[config.mk]
export PLATFORM = sky130hd
export DESIGN_NAME = data_uncache_wr
export DESIGN_NICKNAME = d
export VERILOG_FILES = /design/src/rtl/data_uncache_wr_pkg.sv /design/src/rtl/data_uncache_wr.sv
export SDC_FILE = /design/constraint.sdc
export NUM_CORES = 1
export LEC_CHECK = 0
export ABC_AREA = 0
export BUFFER_PORTS_ARGS = -buffer_cell sky130_fd_sc_hd__buf_4
export CORE_ASPECT_RATIO = 0.7
export CORE_MARGIN = 2
export CORE_UTILIZATION = 30
export CTS_BUF_LIST = sky130_fd_sc_hd__clkbuf_16
export CTS_CLUSTER_DIAMETER = 40
export CTS_CLUSTER_SIZE = 20
export DETAILED_ROUTE_END_ITERATION = 10
export SLEW_MARGIN = 20
export SYNTH_ARGS = -nofsm -noshare
export SYNTH_HDL_FRONTEND = slang
export SYNTH_SLANG_ARGS = --single-unit
export TNS_END_PERCENT = 50
[constraint.sdc]
create_clock -name clk -period 1.35 [get_ports clk]
set_clock_uncertainty 0.15 [all_clocks]
set_input_delay 0 -clock clk [delete_from_list [all_inputs] [get_ports clk]]
set_output_delay 0 -clock clk [all_outputs]
set_load 0.005 [all_outputs]
[src/rtl/data_uncache_wr_pkg.sv]
// ============================================================================
// data_uncache_wr_pkg : shared AXI encodings, uncached IDs and bridge states
// Revision: 1.0
// ============================================================================
`default_nettype none

package data_uncache_wr_pkg;

    localparam logic [1:0] AXI_BURST_INCR = 2'b01;
    localparam logic [3:0] UNCACHE_AWID   = 4'd1;

    typedef enum logic [1:0] {
        ST_IDLE = 2'd0,
        ST_SEND = 2'd1,
        ST_RESP = 2'd2
    } wr_state_t;

endpackage

`default_nettype wire

[src/rtl/data_uncache_wr.sv]
// ============================================================================
// data_uncache_wr : uncached store bridge, sram-like write -> single-beat AXI
// Revision: 1.0
// ============================================================================
`default_nettype none

module data_uncache_wr
    import data_uncache_wr_pkg::*;
#(
    parameter logic [3:0] AWID = UNCACHE_AWID
) (
    input  logic        clk,
    input  logic        rst,

    input  logic        wr_req,
    input  logic [31:0] wr_addr,
    input  logic [1:0]  wr_size,
    input  logic [3:0]  wr_wstrb,
    input  logic [31:0] wr_wdata,
    output logic        wr_addr_ok,
    output logic        wr_data_ok,
    output logic        wr_err,

    output logic [3:0]  awid,
    output logic [31:0] awaddr,
    output logic [3:0]  awlen,
    output logic [2:0]  awsize,
    output logic [1:0]  awburst,
    output logic [1:0]  awlock,
    output logic [3:0]  awcache,
    output logic [2:0]  awprot,
    output logic [3:0]  awqos,
    output logic        awvalid,
    input  logic        awready,

    output logic [3:0]  wid,
    output logic [31:0] wdata,
    output logic [3:0]  wstrb,
    output logic        wlast,
    output logic        wvalid,
    input  logic        wready,

    input  logic [3:0]  bid,
    input  logic [1:0]  bresp,
    input  logic        bvalid,
    output logic        bready
);

    wr_state_t   state;
    logic        aw_done;
    logic        w_done;
    logic [31:0] addr_r;
    logic [1:0]  size_r;
    logic [3:0]  wstrb_r;
    logic [31:0] wdata_r;

    logic aw_fire;
    logic w_fire;
    logic aw_complete;
    logic w_complete;
    logic unused_bresp;

    // Only SLVERR/DECERR (bit 1) count as failures; EXOKAY is never requested.
    assign unused_bresp = bresp[0];

    assign aw_fire     = awvalid & awready;
    assign w_fire      = wvalid & wready;
    assign aw_complete = aw_done | aw_fire;
    assign w_complete  = w_done | w_fire;

    assign bready     = (state == ST_RESP);
    assign wr_data_ok = (state == ST_RESP) & bvalid;
    assign wr_err     = wr_data_ok & (bresp[1] | (bid != AWID));
    assign wr_addr_ok = wr_req & ((state == ST_IDLE) | wr_data_ok);

    assign awid    = AWID;
    assign awaddr  = addr_r;
    assign awlen   = 4'd0;
    assign awsize  = {1'b0, size_r};
    assign awburst = AXI_BURST_INCR;
    assign awlock  = 2'b00;
    assign awcache = 4'd0;
    assign awprot  = 3'd0;
    assign awqos   = 4'd0;

    assign wid   = AWID;
    assign wdata = wdata_r;
    assign wstrb = wstrb_r;
    assign wlast = 1'b1;

    always_ff @(posedge clk) begin
        if (rst) begin
            state   <= ST_IDLE;
            awvalid <= 1'b0;
            wvalid  <= 1'b0;
            aw_done <= 1'b0;
            w_done  <= 1'b0;
            addr_r  <= 32'd0;
            size_r  <= 2'd0;
            wstrb_r <= 4'd0;
            wdata_r <= 32'd0;
        end else begin
            if (wr_addr_ok) begin
                addr_r  <= wr_addr;
                size_r  <= wr_size;
                wstrb_r <= wr_wstrb;
                wdata_r <= wr_wdata;
            end

            case (state)
                ST_IDLE: begin
                    if (wr_addr_ok) begin
                        state   <= ST_SEND;
                        awvalid <= 1'b1;
                        wvalid  <= 1'b1;
                    end
                end
                ST_SEND: begin
                    if (aw_fire) begin
                        awvalid <= 1'b0;
                        aw_done <= 1'b1;
                    end
                    if (w_fire) begin
                        wvalid <= 1'b0;
                        w_done <= 1'b1;
                    end
                    // Both channels may finish in either order or together.
                    if (aw_complete && w_complete) begin
                        state   <= ST_RESP;
                        aw_done <= 1'b0;
                        w_done  <= 1'b0;
                    end
                end
                ST_RESP: begin
                    if (bvalid) begin
                        if (wr_req) begin
                            state   <= ST_SEND;
                            awvalid <= 1'b1;
                            wvalid  <= 1'b1;
                        end else begin
                            state <= ST_IDLE;
                        end
                    end
                end
                default: begin
                    state   <= ST_IDLE;
                    awvalid <= 1'b0;
                    wvalid  <= 1'b0;
                    aw_done <= 1'b0;
                    w_done  <= 1'b0;
                end
            endcase
        end
    end

endmodule

`default_nettype wire

==> results of run 1 <==
-- routing by layer --
metal	routed length, um	vias up
li1	-	1784
met1	5210	1733
met2	5740	119
met3	627	17
met4	152	0
met5	0	-
-- cell type report --
cell class / instances / area, um^2 / area share
antenna: 1 / 2.50 / 0.000400
sequential: 76 / 1520 / 0.244
clock buffer: 9 / 225 / 0.0360
tap: 153 / 191 / 0.0306
inverter: 3 / 11.3 / 0.00180
timing repair buffer: 261 / 2390 / 0.382
multi-input combinational: 266 / 1870 / 0.299
clock inverter: 7 / 35.0 / 0.00560
-- kinds of logic after synthesis --
| kind of cell | count (synthesis) | share of synthesized area |
|---|---|---|
| other cells | 2 | 0.00215 |
| buf+inv | 71 | 0.129 |
| flops | 76 | 0.436 |
| simple gates | 82 | 0.203 |
| compound gates | 154 | 0.231 |
-- power by group --
group / internal (mW) / leakage, nW / switching [mW]
Combinational: 0.796 / 1.90 / 0.499
Clock: 1.21 / 0.125 / 0.927
Sequential: 2.38 / 0.625 / 0.0784
-- placed cells by master, fill, tap and decap left out, types with 3 or more instances in the layout --
cell type / netlist / routed
a21oi_1: 74 / 41
buf_16: 0 / 3
or3b_1: 70 / 54
buf_12: 0 / 5
buf_4: 29 / 164
dlygate4sd3_1: 0 / 74
o21ai_2: 0 / 3
buf_6: 10 / 10
dfxtp_1: 76 / 74
or3b_4: 0 / 16
o21ai_1: 10 / 22
o21ai_0: 61 / 44
conb_1: 2 / 29
clkinv_1: 0 / 3
inv_1: 3 / 3
clkbuf_16: 0 / 12
a21oi_2: 0 / 33
-- tightest hold or removal path, stage by stage --
cell and delay [ps]:
buf_4 110, a21oi_1 160, or4b_2 130, a21oi_1 50
-- path summary, 6_finish.rpt --
check            start        end  slack, ps
min            awready   state[1]         20
min reg2reg  wdata[19]  wdata[19]        320
max reg2reg   state[0]  wdata[24]       -160
max           state[0]  wdata[24]       -160
-- metrics by stage --
stage | cell area [um^2] | utilization | TNS, ps | hold slack, ps | instances
floorplan | 3590 | - | -9640 | -36.5 | 412
global placement | 4710 | 0.421 | -549 | 133 | 670
detailed placement | 4710 | 0.421 | -2770 | 140 | 670
CTS | 5910 | 0.529 | -6960 | 11.4 | 766
global route | 6250 | 0.559 | -9980 | 22.9 | 775
finish | 6250 | 0.560 | -6380 | 19.5 | 776
-- what timing repair did --
action	CTS	global route
endpoints found under the setup margin	77	80
pin swaps	4	13
hold buffers	74	0
resized for setup	21	80
buffers inserted	3	4
cloned	3	6
endpoints found under the hold margin	76	0
-- registers in the layout, summed over array words and instances, names as in the netlist --
signal / flops
size_r: 2
awaddr: 32
awvalid: 1
aw_done: 1
w_done: 1
wvalid: 1
state: 2
wdata: 32
wstrb: 4
==> impl_metrics.ini, run 1 <==
[status]
run_status = complete, but fails checks
violations = setup timing

[global_route]
grtUsageMet3 = 0.0512
grt_util_all_layers = 0.168
grt_use_met2 = 0.294
antenna_found_initial = 0
met1_usage = 0.199
grt_pass1_vias = 3543
grt.overflow.total = 0
top_usage_layer = met2
grt_pass1_wl_mm = 16.9
grt_max_degree = 69

[final_layout]
syn2layout_area_growth_pct = 78.9
nFillCells = 1001
drive_gt1_frac = 0.431
fin_nets = 699

[critical_path]
path_buf_inv = 2
crit_required_ps = 1470
crit_chain = nand2b_4, buf_6, buf_8, or3b_1, a21oi_2
critPathTopFamily = simple AND/OR/NAND/NOR gates
path_depth = 5
crit_slowest_cell = or3b_1
path_max_fanout = 6
cpPeakStageDelay_ps = 360
critPathArrivalTime_ps = 1630
reg2regPathDepth = 5
timing_worst_setup_path_type = register to register
worst_setup_path_end_kind = register
crit_path_start_kind = register

[logic_synthesis]
synth_area_leaders = dfxtp_1 44%, or3b_1 18%, a21oi_1 11%
seq_area_frac_synth = 0.436
synthArstFlopShare = 0
syn_inst = 385
syn_avg_cell_area_um2 = 9.07
ys_warn_count = 0
synth-edff-count = 0
ys_ff_latch = 76
synth_top_area_frac = 0.436
synthFlopType = dfxtp_1
synth_common_cells = 76 x dfxtp_1, 74 x a21oi_1, 70 x or3b_1
yosysMostFrequentCell = dfxtp_1
yosysTopAreaCell = dfxtp_1
yosysUniqueCellTypes = 24
netlist_area_um2 = 3490

[die]
die_y_um = 94.3
die_width_um = 133
die_area_um2 = 12500
core_region_area_um2 = 11200
ios = 187
start_util = 0.313
rows = 32

[power_and_ir_drop]
p_per_area_nw_per_um2 = 944
finalPower_mw = 5.90
peakVddDrop_mv = 0.577
p_leak_nw = 2.65

[route]
remaining_drc_errors = 0
num_vias = 3653
vias_per_cell = 4.71
first_iter_violations = 135
routedWlPerCell_um = 15.1
dr.pass1.iters = 4
postRouteAntennaNets = 0
wl_mm = 11.7

[clock_tree]
cts.clk_slew.worst_paths_ps = 60
htreeDepth = 3
numCtsBuffers = 9
cts_sinks = 76
clock_latency_ps = 330
clockBufferDepth = 2
cts_root_buf = clkbuf_16
cts_tree = yes

[place]
place_congestion = 0.765
pre_cts_slack_ps = -90.9
port-buffer-count = 156
dp_hpwl_mm = 6.64

[sta]
fmax_mhz = 661
period_share = 1.12
drv_slew = 0
rsz0062_at_grt = yes
setup_violations = 78
hold_violations = 0
layout_setup_ws_ps = -163
period_minus_slack_ps = 1510

[worst_hold_path]
hold_depth = 4
hold_class = input pin to register

[run]
cap_violations = 0
No activity file was read; power rests on OpenSTA's default activity.
==> inputs of run 2 (changes only) <==
--- a/config.mk
+++ b/config.mk
@@ -7,10 +7,11 @@
 export LEC_CHECK = 0
 export ABC_AREA = 0
 export BUFFER_PORTS_ARGS = -buffer_cell sky130_fd_sc_hd__buf_4
+export CAP_MARGIN = 40
 export CORE_ASPECT_RATIO = 0.7
 export CORE_MARGIN = 2
 export CORE_UTILIZATION = 30
-export CTS_BUF_LIST = sky130_fd_sc_hd__clkbuf_16
+export CTS_BUF_LIST = sky130_fd_sc_hd__clkbuf_8
 export CTS_CLUSTER_DIAMETER = 40
 export CTS_CLUSTER_SIZE = 20
 export DETAILED_ROUTE_END_ITERATION = 10
==> run 2 against run 1 <==
The run still ends with setup timing left. Register-to-register slack worse by 40 ps. Setup slack worse by 42 ps. Die area stayed put. Critical path depth is 1 lower. Via count grew 2.0%. Clock-buffer cell count grew 3. Largest power group unchanged. Critical endpoint is now wdata[9]. Final area increased by 1.2%. Highest routed layer unchanged. Largest cell class unchanged. Combinational power is essentially flat. Global-route usage increased by 2.2 points. Total power fell by 7.9%. Flip-flop and latch count unchanged.
==> impl_metrics.ini, run 2 (same netlist as run 1, synthesis figures left out) <==
[worst_hold_path]
hold_class = input pin to register

[critical_path]
path_max_fanout = 34
timing_worst_setup_path_type = register to register
cpPeakStageDelay_ps = 390
worst_setup_path_end_kind = register
crit_slowest_cell = or3b_4
r2r_setup_slack_ps = -200
critPathTopFamily = simple AND/OR/NAND/NOR gates
crit_chain = nand2b_4, bufbuf_16, or3b_4, a21oi_2
path_buf_inv = 1
crit_required_ps = 1490
critPathArrivalTime_ps = 1690
crit_path_start_kind = register

[sta]
hold_violations = 0
fmax_mhz = 643
period_minus_slack_ps = 1550
setup_violations = 78
layout_setup_ws_ps = -205
period_share = 1.15
rsz0062_at_grt = yes
drv_slew = 0

[route]
dr.pass1.iters = 4
wl_mm = 12.5
num_vias = 3727
routedWlPerCell_um = 15.9
first_iter_violations = 139
top_layer = met4
route.met3.wl_um = 670
wl_met2_mm = 6.00
remaining_drc_errors = 0
m1WireLength_mm = 5.69
postRouteAntennaNets = 0
vias_per_cell = 4.75

[power_and_ir_drop]
peakVddDrop_mv = 0.567
finalPower_mw = 5.43
p_per_area_nw_per_um2 = 859
p_leak_nw = 2.73

[status]
violations = setup timing
run_status = complete, but fails checks

[place]
pre_cts_slack_ps = -90.9
place_congestion = 0.765
port-buffer-count = 156
placed_cell_area_um2 = 4710
dp_hpwl_mm = 6.64

[final_layout]
fin_util = 0.566
syn2layout_area_growth_pct = 81.1
drive_gt1_frac = 0.423
diodes = 0
nFillCells = 979
postLayoutCellArea_um2 = 6330
multi_input_area_um2 = 1810
final_common_cell = buf_4
fin_nets = 708
regArea_um2 = 1530
final_cell_mix = 165 x buf_4, 75 x dlygate4sd3_1, 73 x dfxtp_1

[clock_tree]
numCtsBuffers = 9
clockBufferDepth = 2
clock_latency_ps = 350
htreeDepth = 3
cts_tree = yes
cts_root_buf = clkbuf_8
cts.clk_slew.worst_paths_ps = 80
cts_sinks = 76

[global_route]
grt_pass1_vias = 3747
antenna_found_initial = 0
grt_pass1_wl_mm = 18.8
grt_util_all_layers = 0.190
grt_max_degree = 48
grt.overflow.total = 0

[die]
die_area_um2 = 12500
die_width_um = 133
ios = 187
start_util = 0.313
die_y_um = 94.3
rows = 32
core_region_area_um2 = 11200

[run]
cap_violations = 0
==> run 2: cell type report <==
type                    count  area share
repair buffers            270       0.411
clock inverters             4     0.00376
well taps                 153      0.0303
clock buffers              12      0.0261
multi-input cells         266       0.286
flip-flops and latches     76       0.241
inverters                   3     0.00178
==> run 2: per-layer routing <==
metal / global-route usage / vias to the layer above
met5: 0 / -
met4: 0.0439 / 0
met3: 0.0502 / 12
met2: 0.324 / 122
met1: 0.241 / 1788
li1: - / 1805
==> run 2: worst register-to-register path, delay by kind of cell, from the launching register on <==
kind / cells / cell delay, ps
compound gates: 1 / 120
buf+inv: 1 / 320
flops: 1 / 340
simple gates: 2 / 560
==> run 2: path summary, 6_finish.rpt <==
path         depth (start not counted)      from         to
max                                  4  state[0]   wdata[9]
min                                  5    bvalid  wdata[31]
max reg2reg                          4  state[0]   wdata[9]
min reg2reg                          2  wdata[3]   wdata[3]
==> run 2: repair_timing <==
| item | 4_1_cts | 5_1_grt |
|---|---|---|
| gates cloned | 10 | 4 |
| pin swaps | 7 | 21 |
| gates resized for setup | 29 | 64 |
| setup endpoints to repair | 77 | 80 |
| endpoints found under the hold margin | 76 | 0 |
| hold buffers | 75 | 0 |
| setup buffers | 7 | 3 |
==> run 2: through the flow <==
step / instances / TNS, ps / hold slack (ps)
finish: 784 / -8860 / 110
global route: 784 / -12810 / 130
CTS: 778 / -8320 / 62.9
detailed placement: 670 / -2770 / 140
global placement: 670 / -549 / 133
floorplan: 412 / -9640 / -36.5
==> run 2: where the power goes <==
group,internal (mW),switching [mW]
sequential,2.38,0.0766
clock,0.810,0.860
combinational,0.818,0.490
total,4.01,1.43
==> inputs of run 3 (changes only) <==
==> constraint.sdc (replaced) <==
create_clock -name clk -period 1.85 [get_ports clk]
set_clock_uncertainty 0.15 [all_clocks]
set_input_delay 0 -clock clk [delete_from_list [all_inputs] [get_ports clk]]
set_output_delay 0 -clock clk [all_outputs]
set_load 0.005 [all_outputs]
==> run 3 against run 2 <==
Clock-buffer cell count down 1. The run now ends clean. Utilization down 6.7 points. Register-to-register slack better by 380 ps.
==> impl_metrics.ini, run 3 (same netlist as run 1, synthesis figures left out) <==
[power_and_ir_drop]
peakVddDrop_mv = 0.310
p_per_area_nw_per_um2 = 656
finalPower_mw = 3.66
p_leak_nw = 2.42

[route]
dr.pass1.iters = 4
remaining_drc_errors = 0
vias_per_cell = 4.64
postRouteAntennaNets = 0
routedWlPerCell_um = 13.7
first_iter_violations = 198
num_vias = 3488
wl_mm = 10.3

[sta]
rsz0062_at_grt = no
fmax_mhz = 598
period_share = 0.905
hold_violations = 0
period_minus_slack_ps = 1670
setup_violations = 0
setup_tns_ps = 0
drv_slew = 0

[clock_tree]
clockBufferDepth = 2
cts_tree = yes
numCtsBuffers = 9
cts_sinks = 76
cts_root_buf = clkbuf_8
clock_latency_ps = 340
cts.clk_slew.worst_paths_ps = 80
htreeDepth = 3

[critical_path]
crit_path_start_kind = register
r2r_setup_slack_ps = 180
reg2regPathDepth = 5
critPathArrivalTime_ps = 1810
reg2reg_from = state[1]
worst_setup_path_end_kind = register
timing_worst_setup_path_type = register to register
r2r_end = wdata[10]
crit_required_ps = 1980
path_max_fanout = 35

[final_layout]
diodes = 0
postLayoutCellArea_um2 = 5580
drive_gt1_frac = 0.309
syn2layout_area_growth_pct = 59.8
final_cell_mix = 159 x buf_4, 75 x dfxtp_1, 74 x a21oi_1, 74 x dlygate4sd3_1, 70 x or3b_1
fin_nets = 676
final_common_cell = buf_4

[die]
die_area_um2 = 12500
die_y_um = 94.3
die_width_um = 133
core_region_area_um2 = 11200
start_util = 0.313
ios = 187
rows = 32

[global_route]
antenna_found_initial = 0
grt_pass1_wl_mm = 16.7
grt_max_degree = 71
grt.overflow.total = 0
grt_util_all_layers = 0.164
grt_pass1_vias = 3362

[run]
cap_violations = 0

[worst_hold_path]
holdPathEnd = wdata[15]
hold_start = wr_req
hold_class = input pin to register
hold_depth = 4

[place]
placed_cell_area_um2 = 4630
place_congestion = 0.737
dp_hpwl_mm = 6.15
port-buffer-count = 156

[status]
run_status = completed
run 3: cell types whose count changed in the layout (fill, tap and decap cells not counted), moves of 13 or more:
cell,previous run,this run
a21oi_2,27,0
a21oi_1,47,74
o21ai_1,26,10
or3b_1,57,70
or3b_4,13,0
o21ai_0,44,61
run 3: worst max-delay path by stage:
stage	start	to	slack, ps	cells after the start
after floorplan	state[0]	awaddr[0]	370	6
after global placement	state[1]	wvalid	330	4
after detailed placement	state[1]	wvalid	290	4
after CTS	state[1]	wr_addr_ok	60	5
after global routing	state[1]	wr_addr_ok	60	5
final	state[1]	wdata[10]	180	5
run 3: final cells by class:
class	count	area, um^2
Fill cell	1062	5590
Timing Repair Buffer	239	2070
Multi-Input combinational cell	265	1620
Sequential cell	76	1520
Tap cell	153	191
Clock buffer	11	151
Clock inverter	4	17.5
Inverter	3	11.3
run 3: metal layers:
layer  global-route usage  wire length, um  vias up
met5                    0                0        -
met3               0.0512              606       15
met2                0.268             4890      103
met1                0.208             4670     1623
met4               0.0457              153        0
li1                     -                -     1747
run 3: report_power, final:
part | switching [mW] | internal (mW)
logic | 0.286 | 0.457
registers | 0.0547 | 1.74
clock network | 0.587 | 0.540
run 3: what timing repair did:
item / in CTS / in global routing
cloned: 1 / 0
resized for setup: 0 / 1
setup endpoints to repair: 1 / 1
endpoints found under the hold margin: 76 / 0
hold buffers: 74 / 0
buffers inserted: 1 / 0
run 3: worst max-delay path: stages, from the launching register on:
cell and delay [ps]:
dfxtp_2 360, nor2b_4 140, buf_4 150, bufbuf_16 300, or3b_1 390, a21oi_1 120
run 3: metrics by stage:
step,cells,util,hold slack [ps],worst slack [ps]
4_1_cts,751,0.500,11.8,60.9
3_5_place_dp,660,0.415,133,292
2_1_floorplan,412,-,-36.5,366
6_report,751,0.500,33.0,177
3_3_place_gp,660,0.415,134,327
5_1_grt,751,0.500,43.4,60.8
